<file path="src/rtl/cpu_types_pkg.sv">
// Shared CPU types for the pipeline controller slice.
//   regbits_t     : 5-bit register index.
//   pctrl_state_t : controller states INIT / RUN / HALTED.
//   STALL_CNT_W   : width of the stall cycle counter.
package cpu_types_pkg;

  typedef logic [4:0] regbits_t;

  localparam int STALL_CNT_W = 16;

  typedef enum logic [1:0] {
    INIT   = 2'd0,
    RUN    = 2'd1,
    HALTED = 2'd2
  } pctrl_state_t;

endpackage

</file>
<file path="src/rtl/pipeline_ctrl_if.sv">
// Handshake bundle between the pipeline datapath and its controller.
//   master : datapath side, drives hit/hazard/branch/halt status and
//            receives PC enable, latch enables/clears, halt and stall count.
//   slave  : controller side, the mirror image.
interface pipeline_ctrl_if;
  import cpu_types_pkg::*;

  // status from the datapath
  logic     ihit;
  logic     dhit;
  logic     mem_dREN;
  logic     mem_dWEN;
  logic     ex_dREN;
  regbits_t ex_wsel;
  regbits_t id_rs;
  regbits_t id_rt;
  logic     id_usert;
  logic     ex_pcsel;
  logic     wb_hlt;

  // control back to the datapath
  logic     pc_en;
  logic     ifid_en;
  logic     idex_en;
  logic     exmem_en;
  logic     memwb_en;
  logic     ifid_sRST;
  logic     idex_sRST;
  logic     exmem_sRST;
  logic     memwb_sRST;
  logic     halt;
  logic [STALL_CNT_W-1:0] stall_cnt;

  modport master (
    output ihit, dhit, mem_dREN, mem_dWEN, ex_dREN, ex_wsel,
           id_rs, id_rt, id_usert, ex_pcsel, wb_hlt,
    input  pc_en, ifid_en, idex_en, exmem_en, memwb_en,
           ifid_sRST, idex_sRST, exmem_sRST, memwb_sRST, halt, stall_cnt
  );

  modport slave (
    input  ihit, dhit, mem_dREN, mem_dWEN, ex_dREN, ex_wsel,
           id_rs, id_rt, id_usert, ex_pcsel, wb_hlt,
    output pc_en, ifid_en, idex_en, exmem_en, memwb_en,
           ifid_sRST, idex_sRST, exmem_sRST, memwb_sRST, halt, stall_cnt
  );

endinterface

</file>
<file path="src/rtl/pipeline_ctrl_hazard_detect.sv">
// Load-use hazard detector (purely combinational).
//   ex_dREN  : load sitting in EX
//   ex_wsel  : destination register of that load
//   id_rs    : first source of the ID instruction
//   id_rt    : second register of the ID instruction
//   id_usert : id_rt is really read as a source
//   lu       : ID instruction must wait one cycle for the load
module hazard_detect
  import cpu_types_pkg::*;
(
  input  logic     ex_dREN,
  input  regbits_t ex_wsel,
  input  regbits_t id_rs,
  input  regbits_t id_rt,
  input  logic     id_usert,
  output logic     lu
);

  logic rs_match;
  logic rt_match;

  assign rs_match = (ex_wsel == id_rs);
  assign rt_match = id_usert & (ex_wsel == id_rt);

  // $zero is hardwired, so a load "writing" it can never feed anyone.
  assign lu = ex_dREN & (ex_wsel != '0) & (rs_match | rt_match);

endmodule

</file>
<file path="src/rtl/pipeline_ctrl.sv">
// Five-stage pipeline controller: PC enable, per-latch enable / sync clear,
// sticky halt and a saturating stall-cycle counter.
//   CLK, RST : clock and asynchronous active-high reset
//   bus      : pipeline_ctrl_if.slave (status in, control out)
// Control outputs are combinational from the state and current inputs;
// only the state and the stall counter are registered.
module pipeline_ctrl
  import cpu_types_pkg::*;
(
  input  logic           CLK,
  input  logic           RST,
  pipeline_ctrl_if.slave bus
);

  pctrl_state_t           state_reg, state_next;
  logic [STALL_CNT_W-1:0] stall_cnt_reg;

  logic       lu;
  logic       advance;
  logic       pc_en_c;
  // latch order in both vectors: [0]=IF/ID [1]=ID/EX [2]=EX/MEM [3]=MEM/WB
  logic [3:0] en_c;
  logic [3:0] srst_c;

  hazard_detect u_hazard (
    .ex_dREN  (bus.ex_dREN),
    .ex_wsel  (bus.ex_wsel),
    .id_rs    (bus.id_rs),
    .id_rt    (bus.id_rt),
    .id_usert (bus.id_usert),
    .lu       (lu)
  );

  // A pending data access without dhit freezes everything, just like ihit=0.
  assign advance = bus.ihit & (~(bus.mem_dREN | bus.mem_dWEN) | bus.dhit);

  always_comb begin
    pc_en_c    = 1'b0;
    en_c       = 4'b0000;
    srst_c     = 4'b0000;
    state_next = state_reg;
    case (state_reg)
      INIT: begin
        srst_c     = 4'b1111;
        state_next = RUN;
      end
      RUN: begin
        if (bus.wb_hlt) begin
          state_next = HALTED;
        end else if (!advance) begin
          // full freeze; branch/hazard are re-evaluated once memory answers
        end else if (bus.ex_pcsel) begin
          // the taken branch squashes IF/ID and ID/EX, so any load-use
          // hazard involving the squashed instruction is moot
          pc_en_c = 1'b1;
          en_c    = 4'b1111;
          srst_c  = 4'b0011;
        end else if (lu) begin
          // hold PC and IF/ID, push a bubble into ID/EX
          en_c   = 4'b1110;
          srst_c = 4'b0010;
        end else begin
          pc_en_c = 1'b1;
          en_c    = 4'b1111;
        end
      end
      HALTED: begin
        state_next = HALTED;
      end
      default: begin
        srst_c     = 4'b1111;
        state_next = INIT;
      end
    endcase
  end

  always_ff @(posedge CLK or posedge RST) begin
    if (RST) begin
      state_reg     <= INIT;
      stall_cnt_reg <= '0;
    end else begin
      state_reg <= state_next;
      if ((state_reg == RUN) && !pc_en_c && (stall_cnt_reg != '1)) begin
        stall_cnt_reg <= stall_cnt_reg + 1'b1;
      end
    end
  end

  assign bus.pc_en      = pc_en_c;
  assign bus.ifid_en    = en_c[0];
  assign bus.idex_en    = en_c[1];
  assign bus.exmem_en   = en_c[2];
  assign bus.memwb_en   = en_c[3];
  assign bus.ifid_sRST  = srst_c[0];
  assign bus.idex_sRST  = srst_c[1];
  assign bus.exmem_sRST = srst_c[2];
  assign bus.memwb_sRST = srst_c[3];
  assign bus.halt       = (state_reg == HALTED);
  assign bus.stall_cnt  = stall_cnt_reg;

endmodule
</file>
<file path="src/flat_wrapper.sv">
// flat-port wrapper written by rule: the top's interface ports become plain ports
module pipeline_ctrl_flat import cpu_types_pkg::*;
  (CLK, RST, bus_ihit, bus_dhit, bus_mem_dREN, bus_mem_dWEN, bus_ex_dREN, bus_ex_wsel, bus_id_rs, bus_id_rt, bus_id_usert, bus_ex_pcsel, bus_wb_hlt, bus_pc_en, bus_ifid_en, bus_idex_en, bus_exmem_en, bus_memwb_en, bus_ifid_sRST, bus_idex_sRST, bus_exmem_sRST, bus_memwb_sRST, bus_halt, bus_stall_cnt);
  pipeline_ctrl_if bus_i ();
  input  logic CLK;
  input  logic RST;
  input wire logic [$bits(bus_i.ihit)-1:0] bus_ihit;
  input wire logic [$bits(bus_i.dhit)-1:0] bus_dhit;
  input wire logic [$bits(bus_i.mem_dREN)-1:0] bus_mem_dREN;
  input wire logic [$bits(bus_i.mem_dWEN)-1:0] bus_mem_dWEN;
  input wire logic [$bits(bus_i.ex_dREN)-1:0] bus_ex_dREN;
  input wire logic [$bits(bus_i.ex_wsel)-1:0] bus_ex_wsel;
  input wire logic [$bits(bus_i.id_rs)-1:0] bus_id_rs;
  input wire logic [$bits(bus_i.id_rt)-1:0] bus_id_rt;
  input wire logic [$bits(bus_i.id_usert)-1:0] bus_id_usert;
  input wire logic [$bits(bus_i.ex_pcsel)-1:0] bus_ex_pcsel;
  input wire logic [$bits(bus_i.wb_hlt)-1:0] bus_wb_hlt;
  output wire logic [$bits(bus_i.pc_en)-1:0] bus_pc_en;
  output wire logic [$bits(bus_i.ifid_en)-1:0] bus_ifid_en;
  output wire logic [$bits(bus_i.idex_en)-1:0] bus_idex_en;
  output wire logic [$bits(bus_i.exmem_en)-1:0] bus_exmem_en;
  output wire logic [$bits(bus_i.memwb_en)-1:0] bus_memwb_en;
  output wire logic [$bits(bus_i.ifid_sRST)-1:0] bus_ifid_sRST;
  output wire logic [$bits(bus_i.idex_sRST)-1:0] bus_idex_sRST;
  output wire logic [$bits(bus_i.exmem_sRST)-1:0] bus_exmem_sRST;
  output wire logic [$bits(bus_i.memwb_sRST)-1:0] bus_memwb_sRST;
  output wire logic [$bits(bus_i.halt)-1:0] bus_halt;
  output wire logic [$bits(bus_i.stall_cnt)-1:0] bus_stall_cnt;
  assign bus_i.ihit = bus_ihit;
  assign bus_i.dhit = bus_dhit;
  assign bus_i.mem_dREN = bus_mem_dREN;
  assign bus_i.mem_dWEN = bus_mem_dWEN;
  assign bus_i.ex_dREN = bus_ex_dREN;
  assign bus_i.ex_wsel = bus_ex_wsel;
  assign bus_i.id_rs = bus_id_rs;
  assign bus_i.id_rt = bus_id_rt;
  assign bus_i.id_usert = bus_id_usert;
  assign bus_i.ex_pcsel = bus_ex_pcsel;
  assign bus_i.wb_hlt = bus_wb_hlt;
  assign bus_pc_en = bus_i.pc_en;
  assign bus_ifid_en = bus_i.ifid_en;
  assign bus_idex_en = bus_i.idex_en;
  assign bus_exmem_en = bus_i.exmem_en;
  assign bus_memwb_en = bus_i.memwb_en;
  assign bus_ifid_sRST = bus_i.ifid_sRST;
  assign bus_idex_sRST = bus_i.idex_sRST;
  assign bus_exmem_sRST = bus_i.exmem_sRST;
  assign bus_memwb_sRST = bus_i.memwb_sRST;
  assign bus_halt = bus_i.halt;
  assign bus_stall_cnt = bus_i.stall_cnt;
  pipeline_ctrl u_core (.CLK(CLK), .RST(RST), .bus(bus_i));
endmodule
</file>
<file path="config.mk">
export PLATFORM = sky130hd
export DESIGN_NAME = pipeline_ctrl_flat
export DESIGN_NICKNAME = d
export VERILOG_FILES = /design/src/rtl/cpu_types_pkg.sv /design/src/rtl/pipeline_ctrl_if.sv /design/src/rtl/pipeline_ctrl_hazard_detect.sv /design/src/rtl/pipeline_ctrl.sv /design/src/flat_wrapper.sv
export SDC_FILE = /design/constraint.sdc
export NUM_CORES = 1
export LEC_CHECK = 0
export ABC_AREA = 0
export BUFFER_PORTS_ARGS = -buffer_cell sky130_fd_sc_hd__buf_2
export CAP_MARGIN = 15
export CORE_ASPECT_RATIO = 1.75
export CORE_MARGIN = 4
export CORE_UTILIZATION = 50
export CTS_CLUSTER_DIAMETER = 50
export CTS_CLUSTER_SIZE = 14
export DETAILED_ROUTE_END_ITERATION = 6
export MAX_ROUTING_LAYER = met4
export PLACE_DENSITY = 0.83
export SYNTH_ARGS = -nofsm -noshare
export SYNTH_HDL_FRONTEND = slang
export SYNTH_HIERARCHICAL = 1
export SYNTH_SLANG_ARGS = --single-unit
</file>
<file path="constraint.sdc">
create_clock -name CLK -period 3.2 [get_ports CLK]
set_input_delay 0.32 -clock CLK [delete_from_list [all_inputs] [get_ports CLK]]
set_output_delay 0.32 -clock CLK [all_outputs]
set_load 0.1 [all_outputs]
</file>
# [After elaboration in Yosys (flattened, before gate mapping)]
# Cells that the tools add are included.
[totals] register_bits=18 out_inout_bits=26 input_bits=25 wordCells=39
[op_classes] muxes=17 addsub=1 n_eq_ne=6 n_bitwise=8 n_reduce_logical=5
[ops] op="4-bit two-way mux" n=7
[ops] op="16-bit by 1-bit adder with 16-bit output (second input constant)" n=1
[ops] op="16-bit inequality test (second input constant)" n=1
[ops] op="5-bit equality test" n=2
[ops] op="4-bit one-hot mux with 2 select lines" n=1
[ops] op="1-bit two-way mux" n=6
[ops] op="2-bit one-hot mux with 3 select lines" n=1
[ops] op="5-bit nonzero test" n=1
[ops] op="1-bit AND" n=4
[ops] op="2-bit two-way mux" n=2
[ops] op="1-bit bitwise OR" n=3
[ops] op="2-bit by 1-bit equality test with 1-bit output (second input constant)" n=1
[ops] op="2-bit equality test (second input constant)" n=1
[ops] op="1-bit logical AND" n=2
[ops] op="2-bit logical NOT" n=1
[ops] op="2-bit inequality test (second input constant)" n=1
[ops] op="1-bit logical NOT" n=1
[ops] op="1-bit inverter" n=1

# [Logic depth before layout (Yosys ltp)]
# Gate-level depths: netlist of the first run.
[depth] ltp_word=12 mapped_depth=9 ltp_nobuf=9

# [Modules after synthesis]
# The synthesis of the first run kept the hierarchy.
[modules_own_cells] module="pipeline_ctrl" seq_area_each_um2=450.4 cells_per_inst=101 area_each_um2=1021.0 n_inst=1
[modules_own_cells] module="hazard_detect" seq_area_each_um2=0.0 cells_per_inst=17 area_each_um2=132.6 n_inst=1

# [Worst setup path before layout of the first run]
# OpenSTA, ideal clock, no wires.
[synth_path] kind="register to output" from="register u_core.state_reg[0]" to="output port bus_idex_sRST" slack_ps=-1124 path_stages_with_launch=5 arrival_time_ps=4004 path_cell_list="dfrtp_1 inv_1 ha_1 o21ai_0 a21o_1"
[synth_via] elab_chain_len=2 word_cells_on_any_way=3
[synth_rtl] item="start: declaration" line_no="pipeline_ctrl.sv:15" rtl="pctrl_state_t state_reg, state_next;"
[synth_rtl] item="start signal: assignment" line_no="pipeline_ctrl.sv:82" rtl="state_reg <= state_next;"
[synth_rtl] item="2-bit equality test"
[synth_rtl] item="named net bus_halt" line_no="flat_wrapper.sv:27" rtl="output wire logic [$bits(bus_i.halt)-1:0] bus_halt;"
[synth_rtl] item="4-bit one-hot mux with 2 select lines" line_no="pipeline_ctrl.sv:42" rtl="case (state_reg)"
[synth_rtl] item="end: declaration" line_no="flat_wrapper.sv:24" rtl="output wire logic [$bits(bus_i.idex_sRST)-1:0] bus_idex_sRST;"
# The timed path passes the listed nets, and every way through them passes these cells.

# [Final worst setup path of the first run]
[layout_path] from="input port bus_ex_wsel[0]" to="output port bus_pc_en"
[layout_via] elab_chain_len=9 word_cells_on_any_way=12
[layout_rtl] item="start: declaration" line_no="flat_wrapper.sv:12" rtl="input wire logic [$bits(bus_i.ex_wsel)-1:0] bus_ex_wsel;"
[layout_rtl] item="5-bit equality test" line_no="pipeline_ctrl_hazard_detect.sv:23" rtl="assign rt_match = id_usert & (ex_wsel == id_rt);"
[layout_rtl] item="1-bit AND" line_no="pipeline_ctrl_hazard_detect.sv:23"
[layout_rtl] item="1-bit bitwise OR" line_no="pipeline_ctrl_hazard_detect.sv:26" rtl="assign lu = ex_dREN & (ex_wsel != '0) & (rs_match | rt_match);"
[layout_rtl] item="1-bit AND *" line_no="pipeline_ctrl_hazard_detect.sv:26"
[layout_rtl] item="named net u_core.lu" line_no="pipeline_ctrl.sv:18" rtl="logic lu;"
[layout_rtl] item="1-bit two-way mux *" line_no="pipeline_ctrl.sv:58" rtl="end else if (lu) begin"
[layout_rtl] item="1-bit two-way mux *" line_no="pipeline_ctrl.sv:52" rtl="end else if (bus.ex_pcsel) begin"
[layout_rtl] item="1-bit two-way mux *" line_no="pipeline_ctrl.sv:50" rtl="end else if (!advance) begin"
[layout_rtl] item="1-bit two-way mux *" line_no="pipeline_ctrl.sv:48" rtl="if (bus.wb_hlt) begin"
[layout_rtl] item="1-bit two-way mux *" line_no="pipeline_ctrl.sv:42"
[layout_rtl] item="end: declaration" line_no="flat_wrapper.sv:18" rtl="output wire logic [$bits(bus_i.pc_en)-1:0] bus_pc_en;"
# Mark *: on every way through the listed nets, which the timed path passes. The rest lies on a longest branch.

==> impl_summary.md, run 1 <==
Logic synthesis
Measured against the total synthesized area, the mux share comes to 2.278%. By area, the combinational part of the netlist is dominated by simple AND/OR/NAND/NOR gates. The number of storage elements in the synthesis netlist is 18. The synthesized netlist devotes 4.338% of its cell area to adder and majority cells. Summing the areas of all compound-gate instances in the mapped netlist gives 6.399% of the synthesized area.

The cell count after synthesis came out at 118. The number of nets in the synthesized netlist is 147. The synthesized area per cell is 9.776 um^2. The share of the yosys chip area belonging to registers is 39.05%. The number of warning messages in the yosys log is 6. The summed instance area of the synthesized netlist is 1154 um^2. The area fraction in and, or, nand and nor cells after synthesis is 25.92%. The xor-xnor portion of the synthesized cell area is 17.46%. The post-synthesis cell type count is 30.

Pwr
Summed over all cells, the static leakage comes to 0.7543 nW. The internal power of the cells totals 0.0004678 W. The share of total power dissipated in the clock network is 7.8%. The switching power as a share of total power is 66.15%. The part of the power in registers is 23.2%. The peak supply drop is 864.8 uV. Per report_power, the combinational group accounts for 69.0% of the total. The power density of the placed cells is 964.5 nW/um^2. In this run the power spent charging and discharging nets is 0.0009140 W.

Worst setup path
The kind of end point of the critical path is a primary output. In this design, the stage delay of the slowest critical-path cell is 0.51 ns. The number of cells on the worst reg-to-reg path is 6.

Of all nets on the critical path, the largest fanout is 3. The number of buffers and inverters on the critical path is 2. The signal on the critical path passes through buf_2 > or4_1 > o21ai_1 > a21oi_1 > and2b_1 > nor2_2 > buf_2. Among all stages on the critical path, the largest delay is contributed by or4_1. The arrival time of the worst setup path is 1.94 ns. Across all register-to-register paths, the minimum setup slack is 1.32 ns. The capture point of the worst reg-to-reg path is u_core/bus.stall_cnt[15]. The element type at the critical path start is an input pin. Data on the critical path is required at its endpoint by 2.88 ns. The startpoint identified for the worst register-to-register timing path is u_core/state_reg[1]. The critical path's top delay family is simple AND/OR/NAND/NOR gates. The worst setup path is of the in -> out kind. The most numerous cell type found on the critical path is buf_2.

Worst hold path
The min-delay analysis places its worst path in the category in -> async.

Global route
The first global-routing pass estimated 4547 um of wire. The initial antenna violation count was 0. The total global routing track utilization is 19.78%. After global routing the overflow that remains totals 0.

Entering global routing, the biggest net connects 19 pins. The via count of the first global-routing pass is 1075.

Route
After detailed routing, the number of remaining DRC violations is 0. The routed design has 2775 um of wire. The number of optimization iterations in the first detailed-route pass is 4. The number of violations reported at the end of detailed-routing iteration 0 is 23. After detailed routing, the average wire length per cell comes to 14.53 um. The final route contains 1074 vias. The number of vias per cell after detailed routing is 5.623. The post-route antenna net violation count is 0.

Die
During I/O placement, the number of pins put on the boundary was 51. In this run the standard cell core region covers 2147 um^2. Measured along the y axis, the die boundary spans 71.54 um. In this run the horizontal extent of the chip is 44.31 um.

The floorplan step defined a die boundary enclosing 3170 um^2. For this configuration, the core starts out at a cell density of 53.73%. Row generation in the floorplan step produced 22 rows.

Clock tree
The post-CTS setup buffer count is 0. The TritonCTS sink count is 18. TritonCTS built the clock tree.

The maximum number of buffers from clock root to sink is 2. CTS built an H-tree with a depth of 1. The quantity of gates resized following cts is 0. Counting the buffers created by CTS gives 3. The hold buffer count at cts is 0. After clock tree synthesis, the clock-pin slew on the worst setup and hold paths is 0.09 ns. The root buffer cell is clkbuf_4.

For the worst-skew pair, the clock arrives at the later sink with an insertion delay of 0.29 ns.

Finish
The net count of the finished layout is 198. Once layout is done, the placed cells without fillers occupy 1433 um^2. The area growth from synthesis to final layout is 24.19%. The antenna diode count is 0. The library cell used most frequently in the layout, excluding fill and tap cells, is buf_2. The top cell types in the final layout, fill and taps aside, are buf_2, dfrtp_1, xor2_1. The register with the most flip-flops in the layout has 16 of them. The fraction of layout cells with a size suffix above 1 is 37.72%.

STA
The max-slew violation total from the final report is 0. On the final layout, the worst clock skew is 0.003340 ns. On the final layout, the worst hold slack is 0.1183 ns. The setup slack after layout is 0.9380 ns. The number of hold violations in the final report is 0. Summed over all failing endpoints, the final setup total negative slack is 0 ns.

The share of the clock period used by the worst path is 70.69%. The normalized max-slew margin is 54.57%. The routed design could run at a clock period as short as 2.262 ns. The measured slew at the worst slew-check pin is 0.6807 ns. Setup repair after global routing left no endpoint under its margin. Setup violations remaining at the end of the flow were counted as 0. The maximum operating frequency is 442.1 MHz.

Place
OpenSTA, run right after detailed placement, puts the worst setup slack at 0.7326 ns. The placement-stage cell area is 1410 um^2. Once detailed placement completed, the half-perimeter wirelength came to 2223 um. Routability-driven placement finished with a final weighted congestion of 0.8234. The number of port buffers is 50.

Flow run
The tool flagged a number of max-cap violations equal to 0.

Run status
The flow ran to the end, and the final reports show no timing, DRC or antenna violations.
==> worst max-delay path by stage <==
stage / startpoint / cells after the start / end
after global routing: bus_ex_wsel[0] / 7 / bus_pc_en
after global placement: bus_ex_wsel[3] / 10 / u_core/bus.stall_cnt[11]
after floorplan: u_core/state_reg[0] / 4 / bus_idex_sRST
after detailed placement: bus_ex_wsel[3] / 10 / u_core/bus.stall_cnt[11]
after CTS: bus_ex_wsel[0] / 7 / bus_pc_en
final: bus_ex_wsel[0] / 7 / bus_pc_en
==> worst reg2reg max path: cells and delay by family, from the launching register on <==
family / cells / cell delay, ns
xor gates and xnor gates: 1 / 0.15
buffers and inverters: 1 / 0.10
and+or+nand+nor: 2 / 0.67
DFF: 1 / 0.39
AOI/OAI and AO/OA: 1 / 0.16
adders and majority gates: 1 / 0.30
==> synth_stat cells <==
library cell	instances	area share, %
xor2_1	13	9.9
nor3_2	2	1.7
or2_4	1	0.76
and3_1	2	1.1
buf_4	4	2.6
ha_1	4	4.3
nor4_2	2	2.2
inv_1	6	2.0
dfrtp_1	18	39
o21ai_1	1	0.43
nor3_1	5	2.2
a21oi_1	2	0.87
nor4b_1	1	0.76
mux2_4	1	1.3
o21ai_0	4	1.7
nand4_1	5	2.7
xnor2_1	10	7.6
nand3_1	8	3.5
or4_1	1	0.65
and2b_1	1	0.65
nor2_1	7	2.3
o21ba_1	1	0.87
nand2_1	10	3.3
and4_1	2	1.5
a21o_1	1	0.65
nor4_1	1	0.54
o31ai_4	1	1.8
mux2_1	1	0.98
nand2b_1	2	1.1
nand4_2	1	1.1
==> power by group through the flow <==
stage / clock [W] / combinational, W / sequential [W]
2_1_floorplan: 0 / 0.000618 / 0.000542
3_3_place_gp: 0 / 0.000953 / 0.000323
3_5_place_dp: 0 / 0.000959 / 0.000326
4_1_cts: 0.000112 / 0.000960 / 0.000322
5_1_grt: 0.000124 / 0.00100 / 0.000331
6_report: 0.000107 / 0.000954 / 0.000321
==> metal layers <==
| metal | GRT usage (%) | part of all wire, % |
|---|---|---|
| met1 | 18.43 | 33 |
| met2 | 35.55 | 53 |
| met3 | 3.518 | 11 |
| met4 | 11.74 | 2.9 |
| met5 | - | 0 |
==> kinds of logic after synthesis <==
group | count (synthesis)
XOR/XNOR | 23
flip-flops | 18
AND/OR/NAND/NOR | 51
adder cells (fa/ha/maj) | 4
multiplexers | 2
AO/OA/AOI/OAI | 10
buffers and inverters | 10
==> through the flow <==
step	instances	total power, W	util, %
floorplan	118	0.001160	-
global placement	188	0.001276	65.68
detailed placement	188	0.001285	65.68
CTS	191	0.001395	66.72
global route	191	0.001456	66.72
finish	191	0.001382	66.72
==> area by class of cell <==
cell class | instances | area (um^2)
Sequential cell | 18 | 450.4
Timing Repair Buffer | 50 | 250.2
Tap cell | 24 | 30.03
Fill cell | 192 | 714.4
Clock buffer | 3 | 22.52
Inverter | 6 | 22.52
Multi-Input combinational cell | 90 | 656.9
No activity file was read; power rests on OpenSTA's default activity.
==> run 2, diff against run 1 <==
--- a/config.mk
+++ b/config.mk
@@ -10,12 +10,12 @@
 export CAP_MARGIN = 15
 export CORE_ASPECT_RATIO = 1.75
 export CORE_MARGIN = 4
-export CORE_UTILIZATION = 50
+export CORE_UTILIZATION = 46
 export CTS_CLUSTER_DIAMETER = 50
 export CTS_CLUSTER_SIZE = 14
 export DETAILED_ROUTE_END_ITERATION = 6
 export MAX_ROUTING_LAYER = met4
-export PLACE_DENSITY = 0.83
+export PLACE_DENSITY = 0.77
 export SYNTH_ARGS = -nofsm -noshare
 export SYNTH_HDL_FRONTEND = slang
 export SYNTH_HIERARCHICAL = 1
==> constraint.sdc (replaced) <==
create_clock -name CLK -period 2.3 [get_ports CLK]
set_input_delay 0.23 -clock CLK [delete_from_list [all_inputs] [get_ports CLK]]
set_output_delay 0.23 -clock CLK [all_outputs]
set_load 0.1 [all_outputs]
==> impl_summary.md, run 2 (synthesized netlist as in run 1, its figures left out) <==
Route
The post-route antenna net violation count is 0 (unchanged). The detailed-route via count was 1089 (+1.4%). The number of vias per cell after detailed routing is 5.500 (-2.2%).

The post-detailed-routing wire length is 2958 um (+6.6%). The average wire per standard cell is 14.94 um (+2.8%). The number of violations reported at the end of detailed-routing iteration 0 is 27 (+17%). The number of optimization iterations in the first detailed-route pass is 4 (unchanged). The DRC violations left is 0 (unchanged).

STA
The clock tree skew after final layout is 0.001977 ns (-0.001363 ns). Based on the critical path, the design can be clocked at up to 461.1 MHz. The max-slew violation total from the final report came to 0 (unchanged).

The total setup violations reported at the end of the flow came to 0 (unchanged). The setup slack after layout came to 0.1315 ns (-0.8066 ns). The measured slew at the worst slew-check pin came to 0.6516 ns (-0.02914 ns). Setup repair after global routing left no endpoint under its margin. The normalized max-slew margin is 56.51% (+1.9 points). The share of the clock period used by the worst path is 94.28%. The accumulated negative setup slack was 0 ns (unchanged). The number of hold violations in the final report is 0 (unchanged). The post-layout minimum cycle time is 2.169 ns.

Pwr
The peak supply drop is 1030 uV (+19%). The power density of the placed cells was 1342 nW/um^2 (+39%). The leakage power total is 0.8010 nW (+6.2%). The part of the power in registers is 21.6% (-1.6 points). The internal power is 0.0007745 W (+66%).

The relative contribution of combinational cells to total power was 66.1% (-2.9 points). The net switching power of the design is 0.001303 W (+43%). The relative contribution of the clock network to total power is 12.3% (+4.5 points). The switching power as a share of total power was 62.72% (-3.4 points).

Clock tree
The TritonCTS sink count is 18 (unchanged). The root buffer cell is clkbuf_8. The insertion delay of the later-clocked pin in the worst-skew pair is 0.25 ns (-0.04 ns). The CTS tree is yes. The maximum number of buffers from clock root to sink was 2 (unchanged). The post-CTS setup buffer count is 0 (unchanged). The clock-pin transition on the worst setup and hold timing paths came to 0.07 ns (-0.02 ns). The quantity of gates resized following cts is 0 (unchanged). The hold buffer count at cts is 0 (unchanged).

The clock buffer count from CTS is 3 (unchanged). The H-tree depth reported by CTS is 1 (unchanged).

Finish
The antenna diode count came to 0 (unchanged). Compared with the post-synthesis result, the final layout area differs by 34.16%. The fraction of layout cells with a size suffix above 1 is 40.46% (+2.7 points). In the layout the commonest cells are buf_2, dfrtp_1, xor2_1. The number of flip-flops in the largest register is 16 (unchanged).

The post-layout utilization of the core is 66.40% (-0.33 points). The number of inserted filler cells in the final layout was 202 (+5.2%). The net count of the finished layout is 203 (+2.5%). The number of non-filler instances in the completed layout is 198 (+3.7%). The library cell used most frequently in the layout, excluding fill and tap cells, is buf_2.

Global route
The first-pass GRT wire length is 4678 um (+2.9%). The largest net degree at the start of global routing is 19 (unchanged). The via count of the first global-routing pass is 1117 (+3.9%). The total global routing track utilization was 19.23% (-0.55 points). The initial antenna violation count came to 0 (unchanged).

The remaining global-route overflow is 0 (unchanged).

Die
The floorplan row count is 23 (+4.5%). The die area is 3405 um^2 (+7.4%). The vertical die dimension is 74.25 um (+3.8%).

The core region area is 2331 um^2 (+8.6%). The initial cell density of the core is 49.49% (-4.2 points). The I/O pin count is 51 (unchanged). The width of the die is 45.86 um (+3.5%).

Flow run
The number of maximum-capacitance constraint violations is 0 (unchanged).

Worst setup path
The worst setup path category is in -> reg. The worst-path maximum fanout is 5 (+2). The kind of end point of the critical path is a register.

The arrival time of the worst setup path is 2.31 ns (+0.37 ns). The element type at the critical path start is an input pin. The required arrival time at the worst endpoint is 2.44 ns (-0.44 ns).

Run status
The run finished with clean final reports.

Place
The worst slack at placement came to -0.1005 ns (-0.8331 ns). The number of cells after detailed placement is 194 (+3.2%). The global placement routability congestion is 0.9205 (+12%). The number of port buffers is 50 (unchanged). The total half-perimeter wirelength after legalization and detailed placement is 2379 um (+7.0%).

Worst hold path
The class of the most critical hold timing path is in -> async.
[run 2: per-layer routing]
layer | up-vias | share of wire [%] | routed length [um] | global-route usage [%]
met5 | - | 0 | 0 | -
met4 | 0 | 3.1 | 91 | 10.13
met3 | 12 | 8.9 | 262 | 1.695
met2 | 51 | 54 | 1604 | 35.58
met1 | 510 | 34 | 999 | 18.40
li1 | 516 | - | - | -
[run 2: layout make-up]
type | instances | area, um^2 | share of cell area, %
multi-input cells | 90 | 670.6 | 43.33
flip-flops and latches | 18 | 450.4 | 29.10
repair buffers | 55 | 317.8 | 20.53
clock buffers | 4 | 55.05 | 3.557
well taps | 25 | 31.28 | 2.021
inverters | 6 | 22.52 | 1.455
[run 2: worst max-delay path: stages]
cell     delay (ns)
buf_2          0.12
xor2_1         0.17
nor4_2         0.27
nand3_1        0.11
a21oi_1        0.21
and2b_1        0.25
o31ai_4        0.11
nor4_1         0.40
buf_4          0.18
nand4_1        0.11
xnor2_1        0.15
[run 2: path summary, 6_finish.rpt]
path,start,endpoint,slack (ns),depth (start not counted)
max,bus_ex_wsel[0],u_core/bus.stall_cnt[15],0.13,11
min,RST,u_core/bus.stall_cnt[8],0.05,2
max reg2reg,u_core/state_reg[1],u_core/bus.stall_cnt[15],0.40,7
min reg2reg,u_core/bus.stall_cnt[15],u_core/bus.stall_cnt[15],0.51,1
max in group asynchronous,RST,u_core/bus.stall_cnt[5],1.83,2
min in group CLK,bus_wb_hlt,u_core/state_reg[1],0.34,3
[run 2: stage by stage]
stage / cell area, um^2 / power (W) / hold WS [ns]
floorplan: 1174 / 0.001632 / 0.1686
global placement: 1493 / 0.001814 / 0.3504
detailed placement: 1493 / 0.001836 / 0.3619
CTS: 1548 / 0.002095 / 0.07610
global route: 1548 / 0.002167 / 0.1013
finish: 1548 / 0.002077 / 0.05178
[run 2: power groups by stage]
stage	Sequential (W)	Clock, W	Combinational [W]
after global placement	0.000449	0	0.00136
after CTS	0.000448	0.000263	0.00138
final	0.000448	0.000256	0.00137
after detailed placement	0.000455	0	0.00138
after floorplan	0.000754	0	0.000878
after global routing	0.000458	0.000275	0.00143
==> run 3, diff against run 2 <==
--- a/config.mk
+++ b/config.mk
@@ -15,8 +15,7 @@
 export CTS_CLUSTER_SIZE = 14
 export DETAILED_ROUTE_END_ITERATION = 6
 export MAX_ROUTING_LAYER = met4
-export PLACE_DENSITY = 0.77
+export PLACE_DENSITY = 0.78
 export SYNTH_ARGS = -nofsm -noshare
 export SYNTH_HDL_FRONTEND = slang
-export SYNTH_HIERARCHICAL = 1
 export SYNTH_SLANG_ARGS = --single-unit
==> impl_summary.md, run 3 <==
Place
The placement-stage cell area is 1390 um^2 (-6.9%). The worst slack at placement came to 0.3628 ns (+0.4633 ns). The number of port buffers was 50 (unchanged).

The global placement routability congestion was 0.7717 (-16%). The number of cells after detailed placement is 175 (-9.8%).

Worst setup path
The arrival time of the worst setup path was 1.87 ns (-0.44 ns). The worst setup path category is reg -> out. The startpoint identified for the worst register-to-register timing path is u_core.bus.stall_cnt[0].

The worst setup path is captured at a primary output. Tracing the worst setup path back leads to its startpoint at u_core.state_reg[1]. The combined buffer and inverter count along the critical path is 3 (+1). The worst-path maximum fanout was 6 (+1). The required arrival time at the worst endpoint is 2.07 ns (-0.37 ns). The critical path's top delay family is buffers and inverters. The delay of the slowest critical-path stage came to 0.42 ns (+0.02 ns). The slowest stage of the critical path is the buf_2 cell. The library cell appearing most often on the critical path is inv_1. The setup slack of the worst register-to-register path was 0.47 ns (+0.07 ns). The worst setup path is launched from a register. Traced cell by cell, the critical path runs through inv_1 > ha_1 > nand2_1 > inv_1 > a31o_2 > buf_2.

STA
The measured slew at the worst slew-check pin was 0.6824 ns (+0.03084 ns). The normalized max-slew margin is 54.46% (-2.1 points). The clock tree skew after final layout is 0.001901 ns (-0.00007541 ns).

The accumulated negative setup slack is 0 ns (unchanged). The number of hold violations in the final report is 0 (unchanged). The setup slack after layout is 0.1963 ns (+0.06485 ns). The post-layout minimum cycle time is 2.104 ns (-0.06485 ns). The maximum operating frequency is 475.4 MHz (+3.1%). The max-slew violation total from the final report is 0 (unchanged). The share of the clock period used by the worst path is 91.46% (-2.8 points).

Setup repair after global routing left no endpoint under its margin. The total setup violations reported at the end of the flow was 0 (unchanged).

Finish
The antenna diode count is 0 (unchanged). The net count of the finished layout is 184 (-9.4%). The library cell used most frequently in the layout, excluding fill and tap cells, is buf_2.

The number of non-filler instances in the completed layout is 179 (-9.6%). The number of flip-flops in the largest register is 16 (unchanged). The post-layout utilization of the core was 63.57% (-2.8 points). The area growth from synthesis to layout is 32.15%.

The number of inserted filler cells in the final layout came to 203 (+0.50%). Leaving out fill and tap cells, the most frequent cells in the layout are buf_2, xnor2_1, dfrtp_1. The fraction of layout cells with a size suffix above 1 is 40.91% (+0.45 points). The final design instance area without fill was 1445 um^2 (-6.6%).

Route
The DRC violations left is 0 (unchanged). The number of optimization iterations in the first detailed-route pass came to 3 (-1). The number of violations reported at the end of detailed-routing iteration 0 is 18 (-33%). The number of vias per cell after detailed routing was 5.346 (-2.8%). The post-route antenna net violation count is 0 (unchanged). The post-detailed-routing wire length is 2534 um (-14%). The average wire per standard cell is 14.16 um (-5.2%). The detailed-route via count is 957 (-12%).

Clock tree
The TritonCTS sink count is 18 (unchanged). The post-CTS setup buffer count came to 0 (unchanged). The insertion delay of the later-clocked pin in the worst-skew pair is 0.25 ns (about the same). The root buffer cell chosen for the clock tree is clkbuf_8. The maximum number of buffers from clock root to sink is 2 (unchanged). TritonCTS built the clock tree. The H-tree depth reported by CTS is 1 (unchanged). The hold buffer count at cts was 0 (unchanged). The quantity of gates resized following cts is 0 (unchanged). The clock buffer count from CTS is 3 (unchanged). The clock-pin transition on the worst setup and hold timing paths is 0.06 ns (about the same).

Pwr
The peak supply drop is 1158 uV (+12%). The power density of the placed cells is 1450 nW/um^2 (+8.0%). The leakage power total is 0.7290 nW (-9.0%).

Logic synthesis
The synthesized instance count is 105 (-11%). The commonest cells after synthesis are xnor2_1, dfrtp_1, nand4_1. The number of warning messages in the yosys log was 0 (-6). The post-synthesis cell type count is 25 (-17%).

The biggest area contributor in the post-synthesis netlist is dfrtp_1. The fraction of post-synthesis cell area in the top cell type by area is 41.19% (+2.1 points). The number of storage elements in the synthesis netlist is 18 (unchanged). In the post-synthesis netlist, the biggest area contributors are dfrtp_1, xnor2_1, nand4_1, ha_1, and4_1.

The number of flops mapped to enable cells by yosys is 0 (unchanged). Yosys instantiated no cell more often than xnor2_1. The synthesized area per cell is 10.41 um^2 (+6.5%). The share of the yosys chip area belonging to registers came to 41.19% (+2.1 points).

The summed instance area of the synthesized netlist is 1094 um^2 (-5.2%). The net count after synthesis came to 134 (-8.8%). The dominant register cell in the synthesized netlist is dfrtp_1. The fraction of registers with async set or reset after synthesis is 100.0% (unchanged).

Die
The die area is 3252 um^2 (-4.5%). The width of the die is 44.86 um (-2.2%). The initial cell density of the core is 48.10% (-1.4 points). The vertical die dimension is 72.50 um (-2.4%).

The I/O pin count is 51 (unchanged). The floorplan row count is 23 (unchanged). The core region area came to 2273 um^2 (-2.5%).

Global route
The remaining global-route overflow is 0 (unchanged). The via count of the first global-routing pass is 977 (-13%). The initial antenna violation count came to 0 (unchanged). The largest net degree at the start of global routing is 19 (unchanged). The first-pass GRT wire length is 4257 um (-9.0%).

The total global routing track utilization came to 17.64% (-1.6 points).

Worst hold path
The class of the most critical hold timing path is in -> async.

Run status
The run finished with clean final reports.

Flow run
The number of maximum-capacitance constraint violations is 0 (unchanged).
[run 3: power by group]
group | switching [W] | internal (W)
logic | 0.00113 | 0.000251
registers | 0.0000720 | 0.000385
clock network | 0.000101 | 0.000152
total | 0.00131 | 0.000788
[run 3: through the flow]
step	hold WS, ns	total power (W)
global route	0.1038	0.002197
finish	0.07013	0.002096
CTS	0.09118	0.002110
detailed placement	0.3652	0.001855
global placement	0.3481	0.001831
floorplan	0.1684	0.001680
[run 3: cell families (layout without fill, tap and decap cells)]
logic type,Yosys count,after routing,share of synthesized area (%)
AO/OA/AOI/OAI,9,9,6.179
XOR/XNOR,25,25,20.02
adder cells (fa/ha/maj),4,4,4.577
AND/OR/NAND/NOR,38,38,21.51
flip-flops,18,18,41.19
buffers and inverters,10,59,5.492
multiplexers,1,1,1.030
[run 3: area by class of cell]
class,instances,area [um^2],share of cell area (%)
Sequential cell,18,454.2,31.43
Timing Repair Buffer,50,280.3,19.39
Tap cell,25,31.28,2.164
Multi-Input combinational cell,77,605.6,41.90
Inverter,5,18.77,1.299
Clock buffer,4,55.05,3.810
[run 3: metal layers]
metal | GRT usage (%) | vias to the layer above | wire [um]
li1 | - | 462 | -
met1 | 18.67 | 449 | 877
met2 | 32.16 | 41 | 1393
met3 | 2.481 | 5 | 223
met4 | 5.863 | 0 | 40
met5 | - | - | 0
[run 3: worst paths after layout]
| path | endpoint | cells past startpoint |
|---|---|---|
| max in group asynchronous | u_core.bus.stall_cnt[0] | 2 |
| worst min-delay path | u_core.bus.stall_cnt[5] | 2 |
| min in group CLK | u_core.state_reg[0] | 3 |
| worst max register to register | u_core.bus.stall_cnt[1] | 6 |
| worst min register to register | u_core.bus.stall_cnt[15] | 1 |
| worst max-delay path | bus_idex_sRST | 6 |
